===== src/rtl/text_plane_pkg.sv =====
// Shared definitions for the 16x32 character plane and its write clients.
// Holds plane dimensions and address widths, the control codes understood
// by the text writer, the blank character used by clears and backspace,
// and the writer state encoding.
package text_plane_pkg;

  localparam int ROW_NUMBER     = 16;
  localparam int COL_NUMBER     = 32;
  localparam int ROW_BIT_LEN    = 4;
  localparam int COL_BIT_LEN    = 5;
  localparam int CHAR_ID_LENGTH = 8;

  localparam logic [ROW_BIT_LEN-1:0] ROW_LAST = ROW_BIT_LEN'(ROW_NUMBER - 1);
  localparam logic [COL_BIT_LEN-1:0] COL_LAST = COL_BIT_LEN'(COL_NUMBER - 1);

  localparam logic [CHAR_ID_LENGTH-1:0] BLANK_CHAR = 8'h20;
  localparam logic [CHAR_ID_LENGTH-1:0] CHAR_BS    = 8'h08;
  localparam logic [CHAR_ID_LENGTH-1:0] CHAR_LF    = 8'h0A;
  localparam logic [CHAR_ID_LENGTH-1:0] CHAR_FF    = 8'h0C;
  localparam logic [CHAR_ID_LENGTH-1:0] CHAR_CR    = 8'h0D;

  typedef enum logic [1:0] {
    IDLE,
    WRITE,
    CLEAR_ROW,
    CLEAR_ALL
  } state_t;

  // Printable range is 0x20 (space) through 0x7E (tilde).
  function automatic logic is_printable(input logic [CHAR_ID_LENGTH-1:0] c);
    return (c >= 8'h20) && (c <= 8'h7E);
  endfunction

endpackage


===== src/rtl/plane_clear_sweeper.sv =====
// Address counter for clearing the character plane, one cell per cycle.
// A start pulse loads either column 0 of start_row (row mode) or cell (0,0)
// (all mode). While a sweep runs, the internal index names the cell being
// written this cycle; next_row/next_col give the cell for the following
// cycle so a client can register its write address one cycle ahead.
// done is high during the final cell of the sweep.
// Ports:
//   clock, reset          clock and async active-high reset
//   start, mode_all       begin a sweep; mode_all selects whole-plane sweep
//   start_row             row to clear in row mode
//   done                  current cycle writes the last cell
//   next_row, next_col    address of the cell after the current one
module plane_clear_sweeper
  import text_plane_pkg::*;
(
  input  logic                   clock,
  input  logic                   reset,
  input  logic                   start,
  input  logic                   mode_all,
  input  logic [ROW_BIT_LEN-1:0] start_row,
  output logic                   done,
  output logic [ROW_BIT_LEN-1:0] next_row,
  output logic [COL_BIT_LEN-1:0] next_col
);

  localparam int IDX_W = ROW_BIT_LEN + COL_BIT_LEN;
  localparam logic [IDX_W-1:0] IDX_LAST = {IDX_W{1'b1}};

  logic [IDX_W-1:0] idx_q, idx_d, idx_next;
  logic             active_q, active_d;
  logic             all_q, all_d;

  // Row-major linear index: the upper bits are the row, the lower the column.
  assign idx_next = idx_q + 1'b1;
  assign next_row = idx_next[IDX_W-1:COL_BIT_LEN];
  assign next_col = idx_next[COL_BIT_LEN-1:0];
  assign done     = active_q && (all_q ? (idx_q == IDX_LAST)
                                       : (idx_q[COL_BIT_LEN-1:0] == COL_LAST));

  always_comb begin
    idx_d    = idx_q;
    active_d = active_q;
    all_d    = all_q;
    if (start) begin
      idx_d    = mode_all ? '0 : {start_row, {COL_BIT_LEN{1'b0}}};
      active_d = 1'b1;
      all_d    = mode_all;
    end else if (active_q) begin
      if (done) active_d = 1'b0;
      else      idx_d    = idx_next;
    end
  end

  always_ff @(posedge clock or posedge reset) begin
    if (reset) begin
      idx_q    <= '0;
      active_q <= 1'b0;
      all_q    <= 1'b0;
    end else begin
      idx_q    <= idx_d;
      active_q <= active_d;
      all_q    <= all_d;
    end
  end

endmodule


===== src/rtl/text_plane_writer.sv =====
// Turns a character stream into writes on the character plane's write port.
// Keeps the text cursor, decodes LF/CR/BS/FF, and runs row or whole-plane
// clear sweeps through plane_clear_sweeper. All outputs are registered.
// Ports:
//   clock, reset                  clock and async active-high reset
//   in_char, in_valid, in_ready   character input handshake
//   plane_data/row/col/we         write port of the character plane
//   cursor_row, cursor_col        cursor position for the renderer
//   busy                          writer is not idle
module text_plane_writer
  import text_plane_pkg::*;
(
  input  logic                      clock,
  input  logic                      reset,
  input  logic [CHAR_ID_LENGTH-1:0] in_char,
  input  logic                      in_valid,
  output logic                      in_ready,
  output logic [CHAR_ID_LENGTH-1:0] plane_data,
  output logic [ROW_BIT_LEN-1:0]    plane_row,
  output logic [COL_BIT_LEN-1:0]    plane_col,
  output logic                      plane_we,
  output logic [ROW_BIT_LEN-1:0]    cursor_row,
  output logic [COL_BIT_LEN-1:0]    cursor_col,
  output logic                      busy
);

  state_t                    state_q, state_d;
  logic [ROW_BIT_LEN-1:0]    cursor_row_q, cursor_row_d;
  logic [COL_BIT_LEN-1:0]    cursor_col_q, cursor_col_d;
  logic                      wrapped_q, wrapped_d;
  logic                      bs_pending_q, bs_pending_d;
  logic                      in_ready_q, in_ready_d;
  logic                      busy_q, busy_d;
  logic                      plane_we_q, plane_we_d;
  logic [CHAR_ID_LENGTH-1:0] plane_data_q, plane_data_d;
  logic [ROW_BIT_LEN-1:0]    plane_row_q, plane_row_d;
  logic [COL_BIT_LEN-1:0]    plane_col_q, plane_col_d;

  logic                      sweep_start, sweep_all, sweep_done;
  logic [ROW_BIT_LEN-1:0]    sweep_row, sweep_next_row;
  logic [COL_BIT_LEN-1:0]    sweep_next_col;

  logic [ROW_BIT_LEN-1:0]    adv_row;
  logic                      adv_wrap;

  // Row advance wraps naturally at the row width; leaving the last row
  // marks the plane as wrapped so every later new line gets cleared.
  assign adv_row  = cursor_row_q + 1'b1;
  assign adv_wrap = (cursor_row_q == ROW_LAST);

  plane_clear_sweeper u_sweeper (
    .clock     (clock),
    .reset     (reset),
    .start     (sweep_start),
    .mode_all  (sweep_all),
    .start_row (sweep_row),
    .done      (sweep_done),
    .next_row  (sweep_next_row),
    .next_col  (sweep_next_col)
  );

  // Next-state and registered-output logic. Write-port values are computed
  // one cycle ahead so plane_we and the address appear in the write cycle.
  // A backspace records the blank's cell as the new cursor, applied at the
  // end of its WRITE cycle together with ordinary cursor advances.
  always_comb begin
    state_d      = state_q;
    cursor_row_d = cursor_row_q;
    cursor_col_d = cursor_col_q;
    wrapped_d    = wrapped_q;
    bs_pending_d = bs_pending_q;
    plane_we_d   = 1'b0;
    plane_data_d = plane_data_q;
    plane_row_d  = plane_row_q;
    plane_col_d  = plane_col_q;
    sweep_start  = 1'b0;
    sweep_all    = 1'b0;
    sweep_row    = adv_row;

    unique case (state_q)
      IDLE: begin
        if (in_valid && in_ready_q) begin
          if (is_printable(in_char)) begin
            state_d      = WRITE;
            plane_we_d   = 1'b1;
            plane_data_d = in_char;
            plane_row_d  = cursor_row_q;
            plane_col_d  = cursor_col_q;
            bs_pending_d = 1'b0;
          end else begin
            case (in_char)
              CHAR_LF: begin
                cursor_col_d = '0;
                cursor_row_d = adv_row;
                if (adv_wrap) wrapped_d = 1'b1;
                if (adv_wrap || wrapped_q) begin
                  state_d      = CLEAR_ROW;
                  plane_we_d   = 1'b1;
                  plane_data_d = BLANK_CHAR;
                  plane_row_d  = adv_row;
                  plane_col_d  = '0;
                  sweep_start  = 1'b1;
                end
              end
              CHAR_CR: cursor_col_d = '0;
              CHAR_BS: begin
                if (cursor_col_q != '0 || cursor_row_q != '0) begin
                  state_d      = WRITE;
                  plane_we_d   = 1'b1;
                  plane_data_d = BLANK_CHAR;
                  bs_pending_d = 1'b1;
                  if (cursor_col_q != '0) begin
                    plane_row_d = cursor_row_q;
                    plane_col_d = cursor_col_q - 1'b1;
                  end else begin
                    plane_row_d = cursor_row_q - 1'b1;
                    plane_col_d = COL_LAST;
                  end
                end
              end
              CHAR_FF: begin
                state_d      = CLEAR_ALL;
                plane_we_d   = 1'b1;
                plane_data_d = BLANK_CHAR;
                plane_row_d  = '0;
                plane_col_d  = '0;
                sweep_start  = 1'b1;
                sweep_all    = 1'b1;
              end
              default: ;
            endcase
          end
        end
      end

      WRITE: begin
        state_d = IDLE;
        if (bs_pending_q) begin
          cursor_row_d = plane_row_q;
          cursor_col_d = plane_col_q;
        end else if (cursor_col_q == COL_LAST) begin
          cursor_col_d = '0;
          cursor_row_d = adv_row;
          if (adv_wrap) wrapped_d = 1'b1;
          if (adv_wrap || wrapped_q) begin
            state_d      = CLEAR_ROW;
            plane_we_d   = 1'b1;
            plane_data_d = BLANK_CHAR;
            plane_row_d  = adv_row;
            plane_col_d  = '0;
            sweep_start  = 1'b1;
          end
        end else begin
          cursor_col_d = cursor_col_q + 1'b1;
        end
      end

      CLEAR_ROW, CLEAR_ALL: begin
        if (sweep_done) begin
          state_d = IDLE;
          if (state_q == CLEAR_ALL) begin
            cursor_row_d = '0;
            cursor_col_d = '0;
            wrapped_d    = 1'b0;
          end
        end else begin
          plane_we_d   = 1'b1;
          plane_data_d = BLANK_CHAR;
          plane_row_d  = sweep_next_row;
          plane_col_d  = sweep_next_col;
        end
      end

      default: state_d = IDLE;
    endcase

    in_ready_d = (state_d == IDLE);
    busy_d     = (state_d != IDLE);
  end

  // State and output registers; reset abandons any sweep in progress.
  always_ff @(posedge clock or posedge reset) begin
    if (reset) begin
      state_q      <= IDLE;
      cursor_row_q <= '0;
      cursor_col_q <= '0;
      wrapped_q    <= 1'b0;
      bs_pending_q <= 1'b0;
      in_ready_q   <= 1'b1;
      busy_q       <= 1'b0;
      plane_we_q   <= 1'b0;
      plane_data_q <= '0;
      plane_row_q  <= '0;
      plane_col_q  <= '0;
    end else begin
      state_q      <= state_d;
      cursor_row_q <= cursor_row_d;
      cursor_col_q <= cursor_col_d;
      wrapped_q    <= wrapped_d;
      bs_pending_q <= bs_pending_d;
      in_ready_q   <= in_ready_d;
      busy_q       <= busy_d;
      plane_we_q   <= plane_we_d;
      plane_data_q <= plane_data_d;
      plane_row_q  <= plane_row_d;
      plane_col_q  <= plane_col_d;
    end
  end

  assign in_ready   = in_ready_q;
  assign busy       = busy_q;
  assign plane_we   = plane_we_q;
  assign plane_data = plane_data_q;
  assign plane_row  = plane_row_q;
  assign plane_col  = plane_col_q;
  assign cursor_row = cursor_row_q;
  assign cursor_col = cursor_col_q;

endmodule

===== config.mk =====
export PLATFORM = sky130hd
export DESIGN_NAME = text_plane_writer
export DESIGN_NICKNAME = d
export VERILOG_FILES = /design/src/rtl/text_plane_pkg.sv /design/src/rtl/plane_clear_sweeper.sv /design/src/rtl/text_plane_writer.sv
export SDC_FILE = /design/constraint.sdc
export NUM_CORES = 1
export LEC_CHECK = 0
export ABC_AREA = 1
export CAP_MARGIN = 20
export CORE_MARGIN = 10
export CORE_UTILIZATION = 40
export DETAILED_ROUTE_END_ITERATION = 7
export REMOVE_ABC_BUFFERS = 1
export SETUP_SLACK_MARGIN = 0.02
export SLEW_MARGIN = 10
export SYNTH_ARGS = -nofsm -noshare
export SYNTH_HDL_FRONTEND = slang
export SYNTH_SLANG_ARGS = --single-unit

===== constraint.sdc =====
create_clock -name clock -period 2.6 [get_ports clock]
set_clock_uncertainty 0.2 [all_clocks]
set_input_delay 0.52 -clock clock [delete_from_list [all_inputs] [get_ports clock]]
set_output_delay 0.52 -clock clock [all_outputs]
set_load 0.05 [all_outputs]

==> results of run 1 <==
## registers in the layout, indices dropped and copies added (netlist names), 2 cells and up
| name | flops |
|---|---|
| cursor_row | 4 |
| plane_row | 4 |
| plane_col | 5 |
| cursor_col | 5 |
| u_sweeper.idx_q | 9 |
| state_q | 2 |
| plane_data | 8 |
## cell type report
| cell class | count | area [sq um] | share of cell area (%) |
|---|---|---|---|
| inverters | 60 | 228 | 5.85 |
| clock buffers | 7 | 96.3 | 2.47 |
| multi-input cells | 339 | 1780 | 45.8 |
| repair buffers | 57 | 526 | 13.5 |
| well taps | 102 | 128 | 3.28 |
| flip-flops and latches | 44 | 1100 | 28.3 |
| clock inverters | 1 | 30.0 | 0.771 |
## routing by layer
layer	vias up	GRT usage (%)	routed length, microns
met4	0	5.37	206
met2	101	26.6	4300
met3	18	4.22	688
met1	1485	20.0	4100
li1	1573	-	-
met5	-	0	0
## metrics by stage
stage,hold WS (ns),area [sq um]
after floorplan,0.264,3070
after global placement,0.284,3710
after detailed placement,0.290,3710
after CTS,0.310,3840
after global routing,0.334,3890
final,0.306,3890
## path summary, 6_finish.rpt
kind	to	slack [ns]
min in group asynchronous	u_sweeper.idx_q[8]	0.33
max in group asynchronous	cursor_row[1]	1.31
min	plane_data[7]	0.31
max reg2reg	cursor_row[2]	0.21
max	cursor_row[0]	0.16
min reg2reg	plane_data[7]	0.31
## what timing repair did
item                                    CTS  global route
hold buffers                              0             0
pin swaps                                 0             4
setup buffers                             0             2
gates resized for setup                   1             9
endpoints found under the setup margin    3            28
## power groups by stage
| stage | registers (mW) | clock network [mW] | logic (mW) |
|---|---|---|---|
| finish | 1.06 | 0.591 | 1.72 |
| global route | 1.09 | 0.624 | 1.88 |
| CTS | 1.06 | 0.600 | 1.72 |
| detailed placement | 1.07 | 0 | 1.72 |
| global placement | 1.07 | 0 | 1.70 |
| floorplan | 1.52 | 0 | 0.689 |
## cells by family (layout without fill, tap and decap cells)
kind of cell | Yosys count | count (layout) | share of synthesized area (%)
adder cells (fa/ha/maj) | 9 | 9 | 3.60
flip-flops | 44 | 44 | 35.2
AO/OA/AOI/OAI | 52 | 52 | 9.76
AND/OR/NAND/NOR | 270 | 270 | 40.1
buffers and inverters | 69 | 125 | 9.12
XOR/XNOR | 8 | 8 | 2.24
## Yosys cell counts, types with 6 or more instances
cell type  number
inv_2           8
ha_1            9
a21oi_1        12
nor2_1         30
inv_1          51
o21ai_1         7
nand4_1         8
nand2_1       142
nand3_1        59
nand3_2         6
o21ai_0        19
nor2_4          6
dfrtp_1        43
==> run metrics, run 1 <==
fin util 50.7%; placed wire-length estimate 7.30 mm; commonest cells after routing, fill and taps aside 139 x nand2_1, 58 x nand3_1, 50 x inv_1; die width approximately 110 microns; Tmin final 2.44 ns; CP Max Fanout 10; vias in the first global route 3055; crit path launch type flop; WP depth 1; initial antenna violation count 0; Seq cells post-synth 44; DRT iter0 DRCs 199; sequential-to-total area share from yosys stat a little over a third; detailed-route wire length per cell 15.2 microns; share of layout cells above drive strength 1 14.6%; Max-Cap Viols 0; Clk network pwr share 17.5%; Tot GR Track Use 16.1%; GRT overflow 0; Power Density 866 mW/mm^2; FILL cells 782; global-route wire length before repair between 15 and 20 mm; Synth Flop Type dfrtp_1; Root Buffer clkbuf_8; # rows 32; switching power 1.62 mW; final std cells w/o fill 610; CORE AREA 0.00769 sq mm; Sinks on Clock Net 44; commonest non-fill, non-tap cell in the layout nand2_1; largest area contributor in the netlist dfrtp_1; TritonCTS clock tree yes; LEAKAGE 1.95 nW; Nets between 500 and 600; r2r worst-path depth 16; sequential power share about a third; clock buffer depth 2; iteration count of the initial detailed-routing pass 5; largest cells by area after synthesis dfrtp_1 34%, nand2_1 17%, nand3_1 9.4%, inv_1 6.1%, ha_1 3.6%; actual slew at the worst max-slew pin between 0.5 and 0.6 ns; mapped cell area 0.00313 sq mm; Design Power 3.37 mW; critical-path cell list clkdlybuf4s50_1; input/output buffers 39; Residual DRC 0; Final Hold Vio Count 0; Setup TNS 0 ns; Die Ht between 100 and 150 microns; Slowest-stage cell, CP clkdlybuf4s50_1; internal power around 1.8 mW; final wirelength approximately 9.3 mm; Final period util between 90% and 100%; RSZ-0062 raised after global routing false; Worst EP arrival between 1.5 and 2 ns; worst hold start plane_data[7]; worst hold stages 2; logic gate share of total power between 50% and 60%; CP delay by family, top buffers and inverters; clock latency at the later pin of the worst-skew pair 0.31 ns; crit path kind flop to output port; average size of a mapped cell 6.92 sq um; Yosys cell types 37; antenna cells 0; placed insts 600; H-tree levels 2; initial core utilization 40.7%; die area 0.0118 sq mm; Sw Share roughly 48%; Placement Setup Slack about 0.046 ns; fin worst setup slack 0.155 ns; R2R Path Start u_sweeper.idx_q[1]; status completed; Setup Viol. Count Final 0; Post-synth ARST share 100%; Critical Path RT 1.88 ns; routed vias/inst 5.21; EDFF count, synth 0; cts bufs inserted 5; CTS clk-pin slew, worst paths 0.08 ns; Setup crit start cursor_row[0]; maximum VDD drop roughly 0.0007 V; post-synth top area share 34.4%; Placer Congestion 0.952; max frequency 409 MHz; Ports 40; largest net degree at the start of global routing 22; Yosys Warn Count 0; P&R area growth vs syn 24.4%; via count 3177; critical path buffer and inverter count 1; Mapped Cells 452; slowest stage delay, CP 0.88 ns; Max transition margin 65.3%; fin. max-slew vios 0; antenna viol nets, final 0; CP Capture Type output port; HP Class flop to flop
No activity file was read; power rests on OpenSTA's default activity.
==> run 2: changes to the inputs <==
- SKIP_CTS_REPAIR_TIMING: default -> 1
==> results of run 2 <==
No change in the layout: final DEF, timing and power equal those of run 1.
